--- src/rtl/globals_cu_pkg.sv ---
// rtl/globals_cu_pkg.sv - shared CU constants, command line type and arbiter enums
package globals_cu_pkg;

    localparam int NUM_CU_CMD_REQ  = 4;
    localparam int CU_CMD_CREDITS  = 32;
    localparam int CU_CMD_CREDIT_W = 6;

    localparam logic [7:0] VERTEX_CONTROL_ID          = 8'h10;
    localparam logic [7:0] EDGE_DATA_READ_CONTROL_ID  = 8'h20;
    localparam logic [7:0] EDGE_DATA_WRITE_CONTROL_ID = 8'h30;
    localparam logic [7:0] PREFETCH_CONTROL_ID        = 8'h40;

    typedef enum logic [1:0] {
        REQ_VERTEX          = 2'd0,
        REQ_EDGE_DATA_READ  = 2'd1,
        REQ_EDGE_DATA_WRITE = 2'd2,
        REQ_PREFETCH        = 2'd3
    } cmd_arb_req_t;

    // Indexed by cmd_arb_req_t; element 0 is the least significant byte.
    localparam logic [NUM_CU_CMD_REQ-1:0][7:0] CMD_ARB_CONTROL_ID = {
        PREFETCH_CONTROL_ID,
        EDGE_DATA_WRITE_CONTROL_ID,
        EDGE_DATA_READ_CONTROL_ID,
        VERTEX_CONTROL_ID
    };

    typedef enum logic [1:0] {
        S_IDLE  = 2'd0,
        S_RUN   = 2'd1,
        S_DRAIN = 2'd2
    } cmd_arb_state_t;

    typedef struct packed {
        logic [7:0]  cu_id;
        logic [7:0]  command;
        logic [15:0] size;
        logic [31:0] address;
    } command_buffer_line_t;

    function automatic logic [7:0] control_id_of(input cmd_arb_req_t req);
        return CMD_ARB_CONTROL_ID[req];
    endfunction

endpackage

--- src/rtl/round_robin_priority_select.sv ---
// rtl/round_robin_priority_select.sv - combinational round-robin pick starting at ptr
module round_robin_priority_select #(
    parameter int NUM_REQ = 4,
    parameter int IDX_W   = $clog2(NUM_REQ)
) (
    input  logic [NUM_REQ-1:0] valid,
    input  logic [IDX_W-1:0]   ptr,
    output logic [NUM_REQ-1:0] grant,
    output logic [IDX_W-1:0]   grant_idx,
    output logic               grant_any
);

    int               cand_int;
    logic [IDX_W-1:0] cand;

    always_comb begin
        grant     = '0;
        grant_idx = '0;
        grant_any = 1'b0;
        cand_int  = 0;
        cand      = '0;
        for (int i = 0; i < NUM_REQ; i++) begin
            cand_int = int'(ptr) + i;
            if (cand_int >= NUM_REQ) begin
                cand_int = cand_int - NUM_REQ;
            end
            cand = IDX_W'(cand_int);
            if (!grant_any && valid[cand]) begin
                grant_any   = 1'b1;
                grant[cand] = 1'b1;
                grant_idx   = cand;
            end
        end
    end

endmodule

--- src/rtl/cu_command_request_arbiter.sv ---
// rtl/cu_command_request_arbiter.sv - credit-limited round-robin command arbiter for one CU
// Optional per-requester grant counters: CU_CMD_ARB_STATS_EN
module cu_command_request_arbiter
    import globals_cu_pkg::*;
#(
    parameter int NUM_REQ     = NUM_CU_CMD_REQ,
    parameter int CMD_CREDITS = CU_CMD_CREDITS,
    parameter int CREDIT_W    = CU_CMD_CREDIT_W
) (
    input  logic                               clock,
    input  logic                               reset,
    input  logic                               enabled,
    input  logic [NUM_REQ-1:0]                 req_valid,
    input  command_buffer_line_t [NUM_REQ-1:0] req_cmd,
    output logic [NUM_REQ-1:0]                 req_ready,
    output logic                               cmd_out_valid,
    output command_buffer_line_t               cmd_out,
    input  logic                               cmd_out_ready,
    input  logic                               rsp_valid,
    output logic [CREDIT_W-1:0]                credits_avail,
    output logic                               busy,
    output logic                               credit_err,
    output logic [NUM_REQ-1:0][31:0]           stats_grants
);

    localparam int                  IDX_W       = $clog2(NUM_REQ);
    localparam logic [CREDIT_W-1:0] CREDITS_MAX = CREDIT_W'(CMD_CREDITS);

    cmd_arb_state_t       state;
    logic [IDX_W-1:0]     rr_ptr;
    logic [IDX_W-1:0]     rr_idx;
    logic [NUM_REQ-1:0]   rr_grant;
    logic                 rr_any;
    logic                 grant_ok;
    logic                 grant_fire;
    logic                 credits_full;
    command_buffer_line_t granted_cmd;

    round_robin_priority_select #(
        .NUM_REQ (NUM_REQ),
        .IDX_W   (IDX_W)
    ) u_rr_select (
        .valid     (req_valid),
        .ptr       (rr_ptr),
        .grant     (rr_grant),
        .grant_idx (rr_idx),
        .grant_any (rr_any)
    );

    // The output slot can take a new command when empty or when it drains this cycle.
    assign credits_full = (credits_avail == CREDITS_MAX);
    assign grant_ok     = (state == S_RUN) && (credits_avail != '0)
                          && (!cmd_out_valid || cmd_out_ready);
    assign grant_fire   = grant_ok && rr_any;
    assign req_ready    = grant_ok ? rr_grant : '0;
    assign busy         = (state != S_IDLE) || cmd_out_valid;

    always_comb begin
        granted_cmd       = req_cmd[rr_idx];
        granted_cmd.cu_id = control_id_of(cmd_arb_req_t'(rr_idx));
    end

    always_ff @(posedge clock or posedge reset) begin
        if (reset) begin
            state <= S_IDLE;
        end else begin
            case (state)
                S_IDLE:  if (enabled) state <= S_RUN;
                S_RUN:   if (!enabled) state <= S_DRAIN;
                S_DRAIN: begin
                    if (enabled) begin
                        state <= S_RUN;
                    end else if (!cmd_out_valid && credits_full) begin
                        state <= S_IDLE;
                    end
                end
                default: state <= S_IDLE;
            endcase
        end
    end

    always_ff @(posedge clock or posedge reset) begin
        if (reset) begin
            cmd_out_valid <= 1'b0;
            cmd_out       <= '0;
            rr_ptr        <= '0;
        end else if (grant_fire) begin
            cmd_out_valid <= 1'b1;
            cmd_out       <= granted_cmd;
            rr_ptr        <= (rr_idx == IDX_W'(NUM_REQ - 1)) ? '0 : rr_idx + 1'b1;
        end else if (cmd_out_ready) begin
            cmd_out_valid <= 1'b0;
        end
    end

    // A response with nothing outstanding is a protocol error; the count never exceeds the pool.
    always_ff @(posedge clock or posedge reset) begin
        if (reset) begin
            credits_avail <= CREDITS_MAX;
            credit_err    <= 1'b0;
        end else begin
            if (rsp_valid && credits_full) begin
                credit_err <= 1'b1;
            end
            if (grant_fire && !rsp_valid) begin
                credits_avail <= credits_avail - 1'b1;
            end else if (!grant_fire && rsp_valid && !credits_full) begin
                credits_avail <= credits_avail + 1'b1;
            end
        end
    end

`ifdef CU_CMD_ARB_STATS_EN
    always_ff @(posedge clock or posedge reset) begin
        if (reset) begin
            stats_grants <= '0;
        end else begin
            for (int i = 0; i < NUM_REQ; i++) begin
                if (grant_fire && (rr_idx == IDX_W'(i))) begin
                    stats_grants[i] <= stats_grants[i] + 32'd1;
                end
            end
        end
    end
`else
    assign stats_grants = '0;
`endif

endmodule

--- config.mk ---
export PLATFORM = sky130hd
export DESIGN_NAME = cu_command_request_arbiter
export DESIGN_NICKNAME = d
export VERILOG_FILES = /design/src/rtl/globals_cu_pkg.sv /design/src/rtl/round_robin_priority_select.sv /design/src/rtl/cu_command_request_arbiter.sv
export SDC_FILE = /design/constraint.sdc
export NUM_CORES = 1
export LEC_CHECK = 0
export CELL_PAD_IN_SITES_DETAIL_PLACEMENT = 1
export CELL_PAD_IN_SITES_GLOBAL_PLACEMENT = 1
export CORE_AREA = 2 2 181 183
export CTS_CLUSTER_DIAMETER = 40
export DETAILED_ROUTE_END_ITERATION = 10
export DIE_AREA = 0 0 183 185
export GPL_ROUTABILITY_DRIVEN = 0
export GPL_TIMING_DRIVEN = 0
export PLACE_DENSITY_LB_ADDON = 0.1
export SLEW_MARGIN = 20
export SYNTH_ARGS = -nofsm -noshare
export SYNTH_HDL_FRONTEND = slang
export SYNTH_HIERARCHICAL = 1
export SYNTH_SLANG_ARGS = --single-unit
--- constraint.sdc ---
create_clock -name clock -period 4.86 [get_ports clock]
set_input_delay 0.486 -clock clock [delete_from_list [all_inputs] [get_ports clock]]
set_output_delay 0.486 -clock clock [all_outputs]
set_load 0.03 [all_outputs]
* Word level (Yosys, flattened, before mapping)
Index checks and enable logic that the tools add are counted. Widths: inputs -> output; s select.
Word-level totals: bits in registers 76, logic and storage cells 119, output and inout port bits 205
Operators by class: bitwise operators 3, $add $sub $neg 10, $lt $le $gt $ge 13, eq/ne operators 7, muxes and demuxes 47, reduce and logical (&&, ||, !) cells 30
Operators with widths (count):
- $bmux 64 s2 | 1
- $mux 56 | 1
- $mux 2 | 13
- $mux 4 | 5
- $bmux 8 s2 | 1
- $logic_and 1x1->1 | 15
- $lt 2x3->1 const B | 5
- $mux 1 | 14
- $mux 6 | 2
- $or 4x4->4 | 3
- $ge 3x3->1 const B | 3
- $bmux 1 s2 | 4
- $demux 1 s2 | 4
- $ge 2x1->1 const B | 4
- $mux 8 | 1
- $sub 2x1->2 const B | 4
- $logic_not 1->1 | 7
- $add 2x2->3 const B | 2
- $add 6x1->6 const B | 1
- $eq 6x6->1 const B | 1
- $pmux 2 s3 | 1
- $reduce_bool 2->1 | 3
- $reduce_bool 6->1 | 1
- $sub 6x1->6 const B | 1
- other kinds (10) | 13

* Depth between registers and ports, before layout
depth after elaboration 20, gate-level depth with buffers 15

* Hierarchy
The synthesis kept the hierarchy.
By module, submodules not included:
- cu_command_request_arbiter | seq. area each 1752.9 sq um, cells each 408, instances 1, area an instance 5531.6 sq um
- round_robin_priority_select | seq. area each 0.0 sq um, cells each 45, instances 1, area an instance 421.7 sq um

* Worst setup path after synthesis
Ideal clock, no wire load.
kind reg-to-reg, from reg rr_ptr[0], to reg cmd_out[40] (netlist name), setup time 125 ps, buffers on the path 5, stages on the path, launching flop included 14, slack 1186 ps, arrival 3549 ps, path through dfrtp_1 > buf_6 > inv_1 > ha_1 > mux4_2 > buf_6 > and2b_2 > o21ai_0 > o31ai_1 > buf_2 > buf_2 > clkbuf_1 > mux4_2 > mux2_4
Between the ends: word-level cells in the longest chain between the ends 16, elaborated cells between the ends (all ways) 40, classes of those cells 7 x add/sub; 4 x order compare; 22 x mux; 7 x reduce/logical
RTL lines:
- from (decl) | RTL line cu_command_request_arbiter.sv:30 | logic [IDX_W-1:0] rr_ptr;
- from (signal assigned) | RTL line cu_command_request_arbiter.sv:90 | rr_ptr <= (rr_idx == IDX_W'(NUM_REQ - 1)) ? '0 : rr_idx + 1'b1;
- parallel branches: the longest is 13 deep, another holds $add 2x1->3
- $mux 2 * | RTL line round_robin_priority_select.sv:28 | if (!grant_any && valid[cand]) begin
- via rr_idx[0] | RTL line cu_command_request_arbiter.sv:31 | logic [IDX_W-1:0] rr_idx;
- $bmux 64 s2 * | RTL line cu_command_request_arbiter.sv:59 | granted_cmd = req_cmd[rr_idx];
- $mux 56 (implied by the code) * | RTL line cu_command_request_arbiter.sv:59
- to (signal assigned) | RTL line cu_command_request_arbiter.sv:89 | cmd_out <= granted_cmd;
- to (decl) | RTL line cu_command_request_arbiter.sv:17 | output command_buffer_line_t cmd_out,
Mark *: on every way through the listed nets, which the timed path passes. The select of a mux whose other input is x is not followed. A chain may end at the register's enable or synchronous reset.

==> results.py <==
metrics = {
    "status": {
        "status": "finished, final reports clean",
    },
    "placed_design": {
        "hpwl_um": 19300,
        "dp.cells": 1298,
        "io_buffers": 304,
    },
    "job": {
        "cap_violations": 0,
    },
    "finish": {
        "areaGrowthSynthToFinish_pct": 73.6,
        "instances_no_fill": 1314,
        "insertedDiodeCount": 0,
        "multi_input_area_um2": 3430,
        "fillers": 3584,
        "fin_nets": 1175,
        "drive_above_1_share": 0.325,
        "register_area_um2": 1750,
    },
    "sta": {
        "fin_crit_ns": 4.29,
        "setup_tns_ns": 0,
        "finalHoldViolCount": 0,
        "tightestPinTransition_ns": 0.952,
        "slew_viol_final": 0,
        "rsz0062_at_grt": "false",
        "max-slew-margin-rel": 0.365,
        "fin_crit_sh": 0.883,
        "clock.fmax_ghz": 0.233,
        "setup_viol": 0,
        "finClkSkew_ns": 0.00916,
    },
    "power_and_ir_drop": {
        "seqPwrFrac": 0.168,
        "internal_power_uw": 3700,
        "p_sw_uw": 2700,
        "ir_worst_vdd_mv": 0.231,
        "switching_share": 0.422,
        "p_comb_frac": 0.725,
        "powerDensity_nw_per_um2": 619,
        "power.leakage_uw": 0.00462,
        "clkPwrFrac": 0.106,
        "p_total_uw": 6400,
    },
    "cts": {
        "hold_buffers": 0,
        "cts_made_buffers": 9,
        "cts_sinks": 70,
        "cts_tree": "built",
        "post_cts.repair.setup_buffers": 0,
        "cts_root_buf": "clkbuf_16",
        "cts.htree.levels": 3,
        "clkSlewWorstSetupHoldPaths_ns": 0.06,
        "cts.path.max_buffers": 2,
        "cts-resized-gates": 0,
        "insertion_delay_ns": 0.34,
    },
    "min_path": {
        "hold_path_class": "reg2reg",
        "min-delay-start": "credit_err",
    },
    "drt": {
        "postRouteAntennaNets": 0,
        "wire_per_inst_um": 17.4,
        "routed-wl-met2_um": 12500,
        "drtPass1Iterations": 4,
        "via_per_inst": 3.74,
        "drt_iter0_drc": 123,
        "wirelength_um": 22800,
        "wl_met3_um": 1760,
        "met1_length_um": 8350,
        "drcViolationCount": 0,
        "dr.max_layer_used": "met4",
        "vias": 4919,
    },
    "global_routing": {
        "grt_use_total": 0.130,
        "antenna_found_initial": 0,
        "overflow": 0,
        "grt_first_pass_wirelength_um": 32800,
        "grt_pass1_vias": 5284,
        "grt_max_degree": 47,
    },
    "floorplanning": {
        "dieArea_um2": 33900,
        "core_um2": 32000,
        "die_w_um": 183,
        "fp-row-count": 66,
        "dieHeight_um": 185,
        "io_pins": 470,
        "start_util": 0.186,
    },
    "logic_synthesis": {
        "yosys_warnings": 6,
        "yosysTopAreaCell": "dfrtp_1",
        "synthTopCellsByArea": "dfrtp_1, mux4_2, buf_4",
        "async_reset_ff_frac": 1.00,
        "yosysMostFrequentCell": "buf_4",
        "synth_area_per_cell_um2": 13.1,
        "syn_inst": 453,
        "ys_seq_area_frac": 0.294,
        "synth_commonest_cells": "buf_4, dfrtp_1, mux4_2",
        "yosysUniqueCellTypes": 49,
        "synth_ff_type": "dfrtp_1",
        "ys_seq_elements": 70,
        "synth_top_area_share": 0.290,
        "synth-edff-count": 0,
        "synth_area_um2": 5950,
    },
    "setup_path": {
        "critPathMaxFanout": 10,
        "crit_start": "cmd_out[61]",
        "critPathRequiredTime_ns": 5.08,
        "worst_r2r_startpoint": "cmd_out[61]",
        "endpoint_kind": "flop",
        "worstPathArrival_ns": 4.51,
        "startpoint_type": "flop",
        "path_class": "reg2reg",
    },
}
[power groups by stage]
stage | clock [µW] | sequential, µW | combinational [µW]
2_1_floorplan | 0 | 1600 | 2730
3_3_place_gp | 0 | 1080 | 4780
3_5_place_dp | 0 | 1080 | 4780
4_1_cts | 716 | 1080 | 4790
5_1_grt | 742 | 1120 | 5010
6_report | 681 | 1080 | 4640
[cells in the final DEF, fill, tap and decap left out, types with 4 or more instances in the layout]
cell type / netlist / layout
inv_1: 6 / 5
nor3_1: 4 / 4
dfrtp_1: 69 / 69
o21ai_0: 8 / 8
mux2_2: 10 / 10
clkdlybuf4s50_1: 0 / 304
and2_1: 4 / 4
buf_2: 4 / 4
conb_1: 1 / 133
buf_4: 134 / 134
clkbuf_16: 0 / 9
mux4_2: 58 / 58
mux2_4: 50 / 50
nor2b_1: 5 / 5
nand2_1: 6 / 6
nor2_1: 6 / 6
a22oi_1: 11 / 11
buf_12: 7 / 7
nand2b_1: 4 / 4
clkbuf_1: 9 / 8
ha_1: 9 / 9
[worst paths after layout]
kind                               endpoint  slack, ns  cells after the start
setup / recovery                 cmd_out[9]       0.57                     10
hold / removal                   credit_err       0.47                      1
setup reg to reg                 cmd_out[9]       0.57                     10
hold reg to reg                  credit_err       0.47                      1
max in group asynchronous  credits_avail[5]       3.78                      3
min in group asynchronous       cmd_out[28]       0.49                      2
[through the flow]
step / utilization / hold WS (ns) / setup slack (ns) / cell area [µm²]
2_1_floorplan: - / 0.475 / 1.19 / 6450
3_3_place_gp: 0.312 / 0.456 / -0.166 / 10000
3_5_place_dp: 0.313 / 0.466 / -0.165 / 10000
4_1_cts: 0.322 / 0.479 / 0.0758 / 10300
5_1_grt: 0.323 / 0.519 / 0.175 / 10300
6_report: 0.323 / 0.473 / 0.571 / 10300
[state kept, by name, summed over array words and instances (netlist names)]
name and count:
cmd_out_valid 1, credit_err 1, state 2, rr_ptr 1
credits_avail 6, cmd_out 59
[routing by layer]
layer	GRT usage	up-vias
met5	0	-
met3	0.0413	11
li1	-	2301
met1	0.141	2398
met4	0.0246	0
met2	0.247	209
[layout make-up]
| class | count | share of cell area |
|---|---|---|
| Buffer | 160 | 0.121 |
| Clock buffer | 10 | 0.0231 |
| Clock inverter | 6 | 0.00593 |
| Inverter | 6 | 0.00242 |
| Multi-Input combinational cell | 349 | 0.332 |
| Sequential cell | 70 | 0.170 |
| Tap cell | 408 | 0.0494 |
| Timing Repair Buffer | 305 | 0.297 |
[cells by family (layout without fill, tap and decap cells)]
logic type	count (synthesis)	count (layout)	synth area share
flops	70	70	0.294
buf+inv	166	487	0.213
other cells	1	133	0.000630
xor+xnor	5	5	0.00736
fa+ha+maj	9	9	0.0189
simple gates	49	49	0.0528
compound gates	30	30	0.0347
mux	123	123	0.378
[worst max-delay path, cell delays in order, from the launching register on]
cell and delay (ns):
dfrtp_1 0.56, inv_1 0.17, ha_1 0.38, mux4_2 0.32, buf_6 0.16, nor3_1 0.25, a32o_1 0.38, clkbuf_1 0.62
clkbuf_1 0.59, mux4_2 0.44, mux2_4 0.29
Power figures use the tool's default switching activity.
